$ cat src/rtl/seven_seg_scan_ctrl.sv
`default_nettype none
// ============================================================================
// Module   : seven_seg_scan_ctrl
// Function : Round-robin scan scheduler for an 8-digit seven-segment display.
//            Holds a hex value plus decimal point per digit. Visits each enabled
//            digit for DWELL_CYC cycles, preceded by a BLANK_CYC all-off gap to
//            suppress ghosting. Drives the shared segment bus and the one-hot
//            digit enables.
// Revision : 1.0 - initial release
// ============================================================================
module seven_seg_scan_ctrl #(
  parameter int DWELL_CYC = 50000,
  parameter int BLANK_CYC = 500
) (
  input  logic       clk,
  input  logic       reset,
  input  logic       wr_en,
  input  logic [2:0] wr_addr,
  input  logic [3:0] wr_data,
  input  logic       wr_dp,
  input  logic [7:0] digit_en,
  output logic [7:0] Enable,
  output logic [7:0] SevenSeg,
  output logic [2:0] scan_idx,
  output logic       frame_done
);

  // The counter only ever needs to reach the longer of the two phase lengths minus one.
  localparam int c_MAX_CYC = (DWELL_CYC > BLANK_CYC) ? DWELL_CYC : BLANK_CYC;
  localparam int c_CNT_W   = (c_MAX_CYC > 1) ? $clog2(c_MAX_CYC) : 1;
  localparam logic [c_CNT_W-1:0] c_DWELL_LAST = c_CNT_W'(DWELL_CYC - 1);
  localparam logic [c_CNT_W-1:0] c_BLANK_LAST = c_CNT_W'(BLANK_CYC - 1);

  typedef enum logic [0:0] {
    S_BLANK = 1'b0,
    S_SHOW  = 1'b1
  } state_t;

  state_t               r_state;
  logic [c_CNT_W-1:0]   r_cnt;
  logic [4:0]           r_mem [8];   // {dp, value[3:0]}
  logic [7:0]           r_enable;
  logic [7:0]           r_seg;
  logic [2:0]           r_idx;
  logic                 r_frame;

  logic [2:0]           w_next_idx;
  logic                 w_any_en;

  // Hex value to active-high segments g..a.
  function automatic logic [6:0] f_hex7(input logic [3:0] v);
    logic [6:0] s;
    case (v)
      4'h0: s = 7'h3F;
      4'h1: s = 7'h06;
      4'h2: s = 7'h5B;
      4'h3: s = 7'h4F;
      4'h4: s = 7'h66;
      4'h5: s = 7'h6D;
      4'h6: s = 7'h7D;
      4'h7: s = 7'h27;
      4'h8: s = 7'h7F;
      4'h9: s = 7'h6F;
      4'hA: s = 7'h77;
      4'hB: s = 7'h7C;
      4'hC: s = 7'h39;
      4'hD: s = 7'h5E;
      4'hE: s = 7'h79;
      default: s = 7'h71;
    endcase
    return s;
  endfunction

  // Full bus pattern for a stored entry: dp on bit 7, segments below.
  function automatic logic [7:0] f_encode(input logic [4:0] entry);
    return {entry[4], f_hex7(entry[3:0])};
  endfunction

  // Circular search for the first enabled digit after the current index.
  // Iterating from the farthest offset down lets the nearest hit win; offset 8
  // wraps back onto the current digit, which covers the single-digit case.
  always_comb begin
    w_next_idx = r_idx;
    w_any_en   = |digit_en;
    for (int k = 8; k >= 1; k--) begin
      if (digit_en[r_idx + 3'(k)]) begin
        w_next_idx = r_idx + 3'(k);
      end
    end
  end

  // Register file, blank/show sequencing and registered pin drive.
  always_ff @(posedge clk) begin
    if (reset) begin
      r_state  <= S_BLANK;
      r_cnt    <= '0;
      r_enable <= '0;
      r_seg    <= '0;
      r_idx    <= 3'd7;
      r_frame  <= 1'b0;
      for (int i = 0; i < 8; i++) begin
        r_mem[i] <= '0;
      end
    end else begin
      if (wr_en) begin
        r_mem[wr_addr] <= {wr_dp, wr_data};
      end
      r_frame <= 1'b0;
      case (r_state)
        S_BLANK: begin
          r_enable <= '0;
          r_seg    <= '0;
          if (r_cnt == c_BLANK_LAST) begin
            r_cnt <= '0;
            // With nothing enabled the gap simply restarts and the index holds.
            if (w_any_en) begin
              r_state  <= S_SHOW;
              r_idx    <= w_next_idx;
              r_enable <= 8'b1 << w_next_idx;
              r_seg    <= f_encode(r_mem[w_next_idx]);
              r_frame  <= (w_next_idx <= r_idx);
            end
          end else begin
            r_cnt <= r_cnt + 1'b1;
          end
        end
        S_SHOW: begin
          // Re-read the entry every cycle so writes to the lit digit show up
          // one cycle after the write edge.
          r_enable <= 8'b1 << r_idx;
          r_seg    <= f_encode(r_mem[r_idx]);
          if (r_cnt == c_DWELL_LAST) begin
            r_cnt    <= '0;
            r_state  <= S_BLANK;
            r_enable <= '0;
            r_seg    <= '0;
          end else begin
            r_cnt <= r_cnt + 1'b1;
          end
        end
        default: begin
          r_state  <= S_BLANK;
          r_cnt    <= '0;
          r_enable <= '0;
          r_seg    <= '0;
        end
      endcase
    end
  end

  assign Enable     = r_enable;
  assign SevenSeg   = r_seg;
  assign scan_idx   = r_idx;
  assign frame_done = r_frame;

endmodule
`default_nettype wire

$ cat config.mk
export PLATFORM = sky130hd
export DESIGN_NAME = seven_seg_scan_ctrl
export DESIGN_NICKNAME = d
export VERILOG_FILES = /design/src/rtl/seven_seg_scan_ctrl.sv
export SDC_FILE = /design/constraint.sdc
export NUM_CORES = 1
export LEC_CHECK = 0
export CAP_MARGIN = 20
export CORE_MARGIN = 2
export CORE_UTILIZATION = 64
export CTS_CLUSTER_DIAMETER = 50
export DETAILED_ROUTE_END_ITERATION = 7
export PLACE_DENSITY = 0.86
export SLEW_MARGIN = 30
export SYNTH_ARGS = -nofsm -noshare
export SYNTH_HDL_FRONTEND = slang
export SYNTH_SLANG_ARGS = --single-unit
export TNS_END_PERCENT = 1
$ cat constraint.sdc
create_clock -name clk -period 13.84 [get_ports clk]
set_input_delay 2.768 -clock clk [delete_from_list [all_inputs] [get_ports clk]]
set_output_delay 2.768 -clock clk [all_outputs]
set_load 0.02 [all_outputs]
==> impl_metrics.tcl, run 1 <==
set metrics [dict create \
    tightest_slew_ns 0.842 \
    pwr-share-clk_pct 33.1 \
    numPortBuffers 38 \
    cts_tree "yes" \
    use_met3_pct 5.20 \
    start_util_pct 66.4 \
    p_int_w 0.000369 \
    rows 33 \
    final_cells 686 \
    sw_frac_of_total_pct 28.6 \
    path_max_fanout 16 \
    relSlewSlack_pct 42.2 \
    period_needed_ns 6.70 \
    h-tree-depth 3 \
    wl_per_cell_um 18.9 \
    vias_per_cell 6.60 \
    dieHeight_um 96.8 \
    fin_nets 614 \
    fin_util_pct 73.2 \
    finalHoldViolations 0 \
    worstHoldEndpoint "r_cnt[0]" \
    clk_pin_slew_ns 0.10 \
    hp-class "reg -> reg" \
    grt_first_pass_wirelength_mm 21.7 \
    synthArstFlopShare_pct 0 \
    overflow 0 \
    drcViolationCount 0 \
    holdPathStages 1 \
    cts_setup_buffers 0 \
    reg2reg_slack_ns 8.13 \
    hold_ws_ns 0.488 \
    setup_ws_ns 7.14 \
    first_global_vias 4457 \
    layout_commonest_cell "nand2_1" \
    antenna_left 0 \
    critPathArrivalTime_ns 6.98 \
    pin_count 39 \
    startpoint_type "input pin" \
    syn-num-nets 594 \
    drive_above_1_share_pct 11.2 \
    drv_slew 0 \
    clock_path_buffers 2 \
    synth_top_cell_area_share_pct 21.8 \
    syn-cell-area_um2 5510 \
    worst-path-buf-inv 2 \
    ir_worst_vdd_mv 0.0827 \
    postCtsHoldBufs 0 \
    crit_type "in -> reg" \
    finalSetupViolations 0 \
    cpMaxStageDelayCell "mux4_2" \
    first_pass_iters 8 \
    reg2reg_to "SevenSeg[4]" \
    path_delay_family "compound AO/OA/AOI/OAI gates" \
    cts_made_buffers 9 \
    hp-start "r_cnt[0]" \
    fin_crit_sh_pct 48.4 \
    synth_top_area_cell "edfxtp_1" \
    fp.dieW_um 96.8 \
    synth_area_leaders "edfxtp_1 (22%), dfxtp_1 (15%), mux4_2 (9.4%), mux2i_1 (5.4%), and2_1 (5.1%)" \
    rsz0062_at_grt "no" \
    cp.required_ns 14.13 \
    use_met2_pct 47.3 \
    diodes 0 \
    clkSinkCount 80 \
    globalplace.congestion 0.928 \
    synth_edf_count 40 \
    syn_area_per_cell_um2 9.91 \
    seqPwrFrac_pct 51.1 \
    grt.total_usage_pct 28.4 \
    drt_iter0_markers 553 \
    antenna_found_initial 0 \
    synthFlopType "edfxtp_1" \
    grt_use_met1_pct 37.3 \
    hpwl_mm 9.41 \
    cp_cell_sequence "clkdlybuf4s50_1, mux2i_1, mux4_2, o2111a_1, a211oi_4, nor2_4, inv_2, a2111o_1, nand4_2, ha_1, nor3_1, a311o_1, a21oi_1" \
    syn_inst 556 \
    tns_ns 0 \
    fp.dieArea_um2 9370 \
    synth_warnings 0 \
    cts_resized 0 \
    power_density_nw_per_um2 85.0 \
    r2r-start "scan_idx[1]" \
    worstRegToRegCells 15 \
    final_cell_mix "nand2_1 (59), nor2_1 (52), and2_1 (45)" \
    cts_root_buf "clkbuf_8" \
    place_ws_ns 6.89 \
    busiest_layer "met2" \
    synth.distinct_cells 68 \
    synth_seq_cells 80 \
    wl_mm 13.0 \
    grt_start_max_net_pins 37 \
    fin_skew_ns 0.0198 \
    cap_violations 0 \
    max_freq_mhz 149 \
    p_leak_nw 2.21 \
    core_area_um2 8300 \
    area_growth_pct 10.2 \
    synth-seq-area-share_pct 36.3 \
    slowest_delay_ns 0.70 \
    routed-via-count 4531 \
    switchingPower_w 0.000148 \
    dpl.cell_count 670 \
    p_comb_share_pct 15.8 \
    cp-end-kind "flop" \
    status "finished, final reports clean" \
    insertion_delay_ns 0.36 \
]
==> logic make-up (layout without fill, tap and decap cells) <==
family          Yosys count  after routing  share of synthesized area [%]
xor+xnor                 17             17                           2.70
simple gates            217            217                           19.7
fa+ha+maj                19             19                           4.31
buf+inv                  55             80                           4.72
compound gates          106            106                           15.2
mux                      62             62                           17.0
flops                    80             80                           36.3
==> synthesized netlist by cell type (all sizes together), types with 12 or more instances <==
master / count
dfxtp: 40
buf: 13
edfxtp: 40
a21oi: 19
clkbuf: 17
inv: 24
mux4: 24
nand3: 17
o21ai: 17
nor2: 53
a32oi: 12
and2: 45
ha: 19
nand2: 59
mux2i: 31
==> through the flow <==
step / instance area, um^2 / power [W]
finish: 6070 / 0.000516
global route: 6070 / 0.000537
CTS: 6070 / 0.000515
detailed placement: 5880 / 0.000347
global placement: 5860 / 0.000344
floorplan: 5510 / 0.000325
==> power groups by stage <==
stage          sequential, W  clock (W)  combinational, W
2_1_floorplan       0.000266          0         0.0000590
3_3_place_gp        0.000268          0         0.0000755
3_5_place_dp        0.000269          0         0.0000788
4_1_cts             0.000263   0.000173         0.0000795
5_1_grt             0.000265   0.000184         0.0000884
6_report            0.000264   0.000171         0.0000814
==> worst max-delay path by stage <==
stage,start,to,slack [ns],depth (start not counted)
floorplan,digit_en[7],SevenSeg[3],7.77,15
global placement,digit_en[7],SevenSeg[1],6.94,13
global route,digit_en[7],SevenSeg[1],6.98,13
CTS,digit_en[7],SevenSeg[4],7.24,14
detailed placement,digit_en[7],SevenSeg[4],6.89,14
finish,digit_en[7],SevenSeg[1],7.14,13
==> layout make-up <==
class	instances	area (um^2)
Inverter	25	93.8
Timing Repair Buffer	39	388
Fill cell	583	2230
Clock inverter	6	45.0
Tap cell	105	131
Multi-Input combinational cell	421	3260
Clock buffer	10	149
Sequential cell	80	2000
==> registers in the layout, indices dropped and copies added (netlist names), named ones only <==
name        cells
scan_idx        3
r_state         1
frame_done      1
Enable          8
r_cnt          16
SevenSeg        8
r_mem          40
==> routing by layer <==
layer / share of wire, % / vias up
met2: 48 / 244
met1: 41 / 2128
met3: 7.8 / 41
li1: - / 2118
met4: 2.6 / 0
met5: 0 / -
==> worst reg2reg max path, delay by kind of cell (launching register included) <==
| kind | cells | cell delay (ns) |
|---|---|---|
| AOI/OAI and AO/OA | 6 | 1.66 |
| adders and majority gates | 2 | 1.03 |
| and+or+nand+nor | 2 | 0.54 |
| DFF | 1 | 0.76 |
| muxes | 2 | 1.02 |
| buffers and inverters | 3 | 0.62 |
Power figures use the tool's default switching activity.
==> run 2: changes to the inputs <==
Settings changed: CORE_UTILIZATION 64 to 60, PLACE_DENSITY 0.86 to 0.81.
Clock period 13.84 ns to 6.7 ns, I/O delays scaled along.
==> impl_metrics.tcl, run 2 (synthesis gave the netlist of run 1 again) <==
set metrics [dict create \
    clock_path_buffers 2 \
    pin_count 39 \
    cap_violations 0 \
    clk_pin_slew_ns 0.08 \
    wl_per_cell_um 18.3 \
    h-tree-depth 3 \
    layout_commonest_cell "nand2_1" \
    finalSetupViolations 0 \
    first_global_vias 4211 \
    drv_slew 0 \
    antenna_found_initial 0 \
    core_area_um2 8810 \
    cp_num_cells 14 \
    cpMaxStageDelayCell "ha_1" \
    fin_crit_sh_pct 82.3 \
    routed-via-count 4478 \
    p_leak_nw 2.20 \
    finalHoldViolations 0 \
    fin_util_pct 68.9 \
    cp_cell_sequence "inv_1, ha_1, mux4_2, mux2i_2, o2111a_1, a211oi_4, nor2_4, inv_2, a2111o_1, and4_4, ha_1, nor3_1, a311o_1, a21oi_1" \
    ir_worst_vdd_mv 0.121 \
    path_delay_family "compound AO/OA/AOI/OAI gates" \
    reg.largest.list "r_mem x40, r_cnt x16" \
    rows 34 \
    clkSinkCount 80 \
    holdPathStages 1 \
    insertion_delay_ns 0.35 \
    cts_resized 0 \
    tightest_slew_ns 0.857 \
    fp.dieW_um 99.8 \
    status "finished, final reports clean" \
    grt_first_pass_wirelength_mm 21.0 \
    fin_skew_ns 0.0111 \
    worst-path-buf-inv 2 \
    critPathArrivalTime_ns 5.79 \
    drt_iter0_markers 386 \
    antenna_left 0 \
    cp.required_ns 6.97 \
    wl_mm 12.6 \
    dpl_cell_area_um2 5880 \
    max_freq_mhz 181 \
    hpwl_mm 9.42 \
    vias_per_cell 6.49 \
    relSlewSlack_pct 41.2 \
    largest_reg_flops 40 \
    diodes 0 \
    path_max_fanout 16 \
    top_register "r_mem" \
    drcViolationCount 0 \
    area_growth_pct 10.0 \
    cp-end-kind "flop" \
    cts_tree "yes" \
    cts_root_buf "clkbuf_8" \
    rsz0062_at_grt "no" \
    first_pass_iters 6 \
    slowest_delay_ns 0.76 \
    grt.total_usage_pct 26.3 \
    period_needed_ns 5.52 \
    dieHeight_um 99.8 \
    fin_nets 615 \
    crit_path_frequent_cell "ha_1" \
    cts_made_buffers 9 \
    cts_setup_buffers 0 \
    final_cell_mix "nand2_1 (59), nor2_1 (52), and2_1 (45)" \
    numPortBuffers 38 \
    fp.dieArea_um2 9970 \
    power_density_nw_per_um2 172 \
    worstRegToRegCells 14 \
    grt_start_max_net_pins 36 \
    startpoint_type "flop" \
    start_util_pct 62.6 \
    tns_ns 0 \
    design_area_um2 6060 \
    crit_type "reg -> reg" \
    hp-class "reg -> reg" \
    globalplace.congestion 0.984 \
    overflow 0 \
    postCtsHoldBufs 0 \
    drive_above_1_share_pct 10.8 \
]
[run 2: changes by cell type in the layout (fill, tap and decap cells not counted), sizes merged]
cell | before | now
clkbuf | 10 | 13
buf | 1 | 2
inv | 28 | 25
clkinv | 3 | 2
clkinvlp | 0 | 1
[run 2: path summary, 6_finish.rpt]
kind / start / to / slack [ns]
max reg2reg: scan_idx[1] / SevenSeg[1] / 1.18
min reg2reg: r_cnt[0] / r_cnt[0] / 0.51
min: r_cnt[0] / r_cnt[0] / 0.51
max: scan_idx[1] / SevenSeg[1] / 1.18
[run 2: metrics by stage]
stage / hold slack (ns) / power [W] / std cells / worst slack, ns
detailed placement: 0.492 / 0.000718 / 674 / 1.21
finish: 0.510 / 0.00104 / 690 / 1.18
global route: 0.556 / 0.00108 / 690 / 0.835
CTS: 0.517 / 0.00104 / 690 / 1.24
floorplan: 0.430 / 0.000670 / 556 / 1.77
global placement: 0.448 / 0.000710 / 674 / 1.34
[run 2: per-layer routing]
metal / track usage, % / share of wire, % / vias up
li1: - / - / 2122
met1: 35.9 / 43 / 2136
met2: 43.7 / 48 / 195
met3: 4.94 / 6.8 / 25
met4: 6.85 / 1.8 / 0
met5: 0 / 0 / -
[run 2: layout make-up]
class | count | area, um^2
sequential | 80 | 2000
clock buffer | 13 | 160
clock inverter | 3 | 25.0
inverter | 25 | 93.8
timing repair buffer | 40 | 395
multi-input combinational | 421 | 3250
fill | 693 | 2740
tap | 108 | 135
[run 2: power by group]
part | switching (W) | internal (W) | leakage [nW]
combinational | 0.0000958 | 0.0000694 | 1.40
clock | 0.000173 | 0.000160 | 0.0894
sequential | 0.0000145 | 0.000531 | 0.706
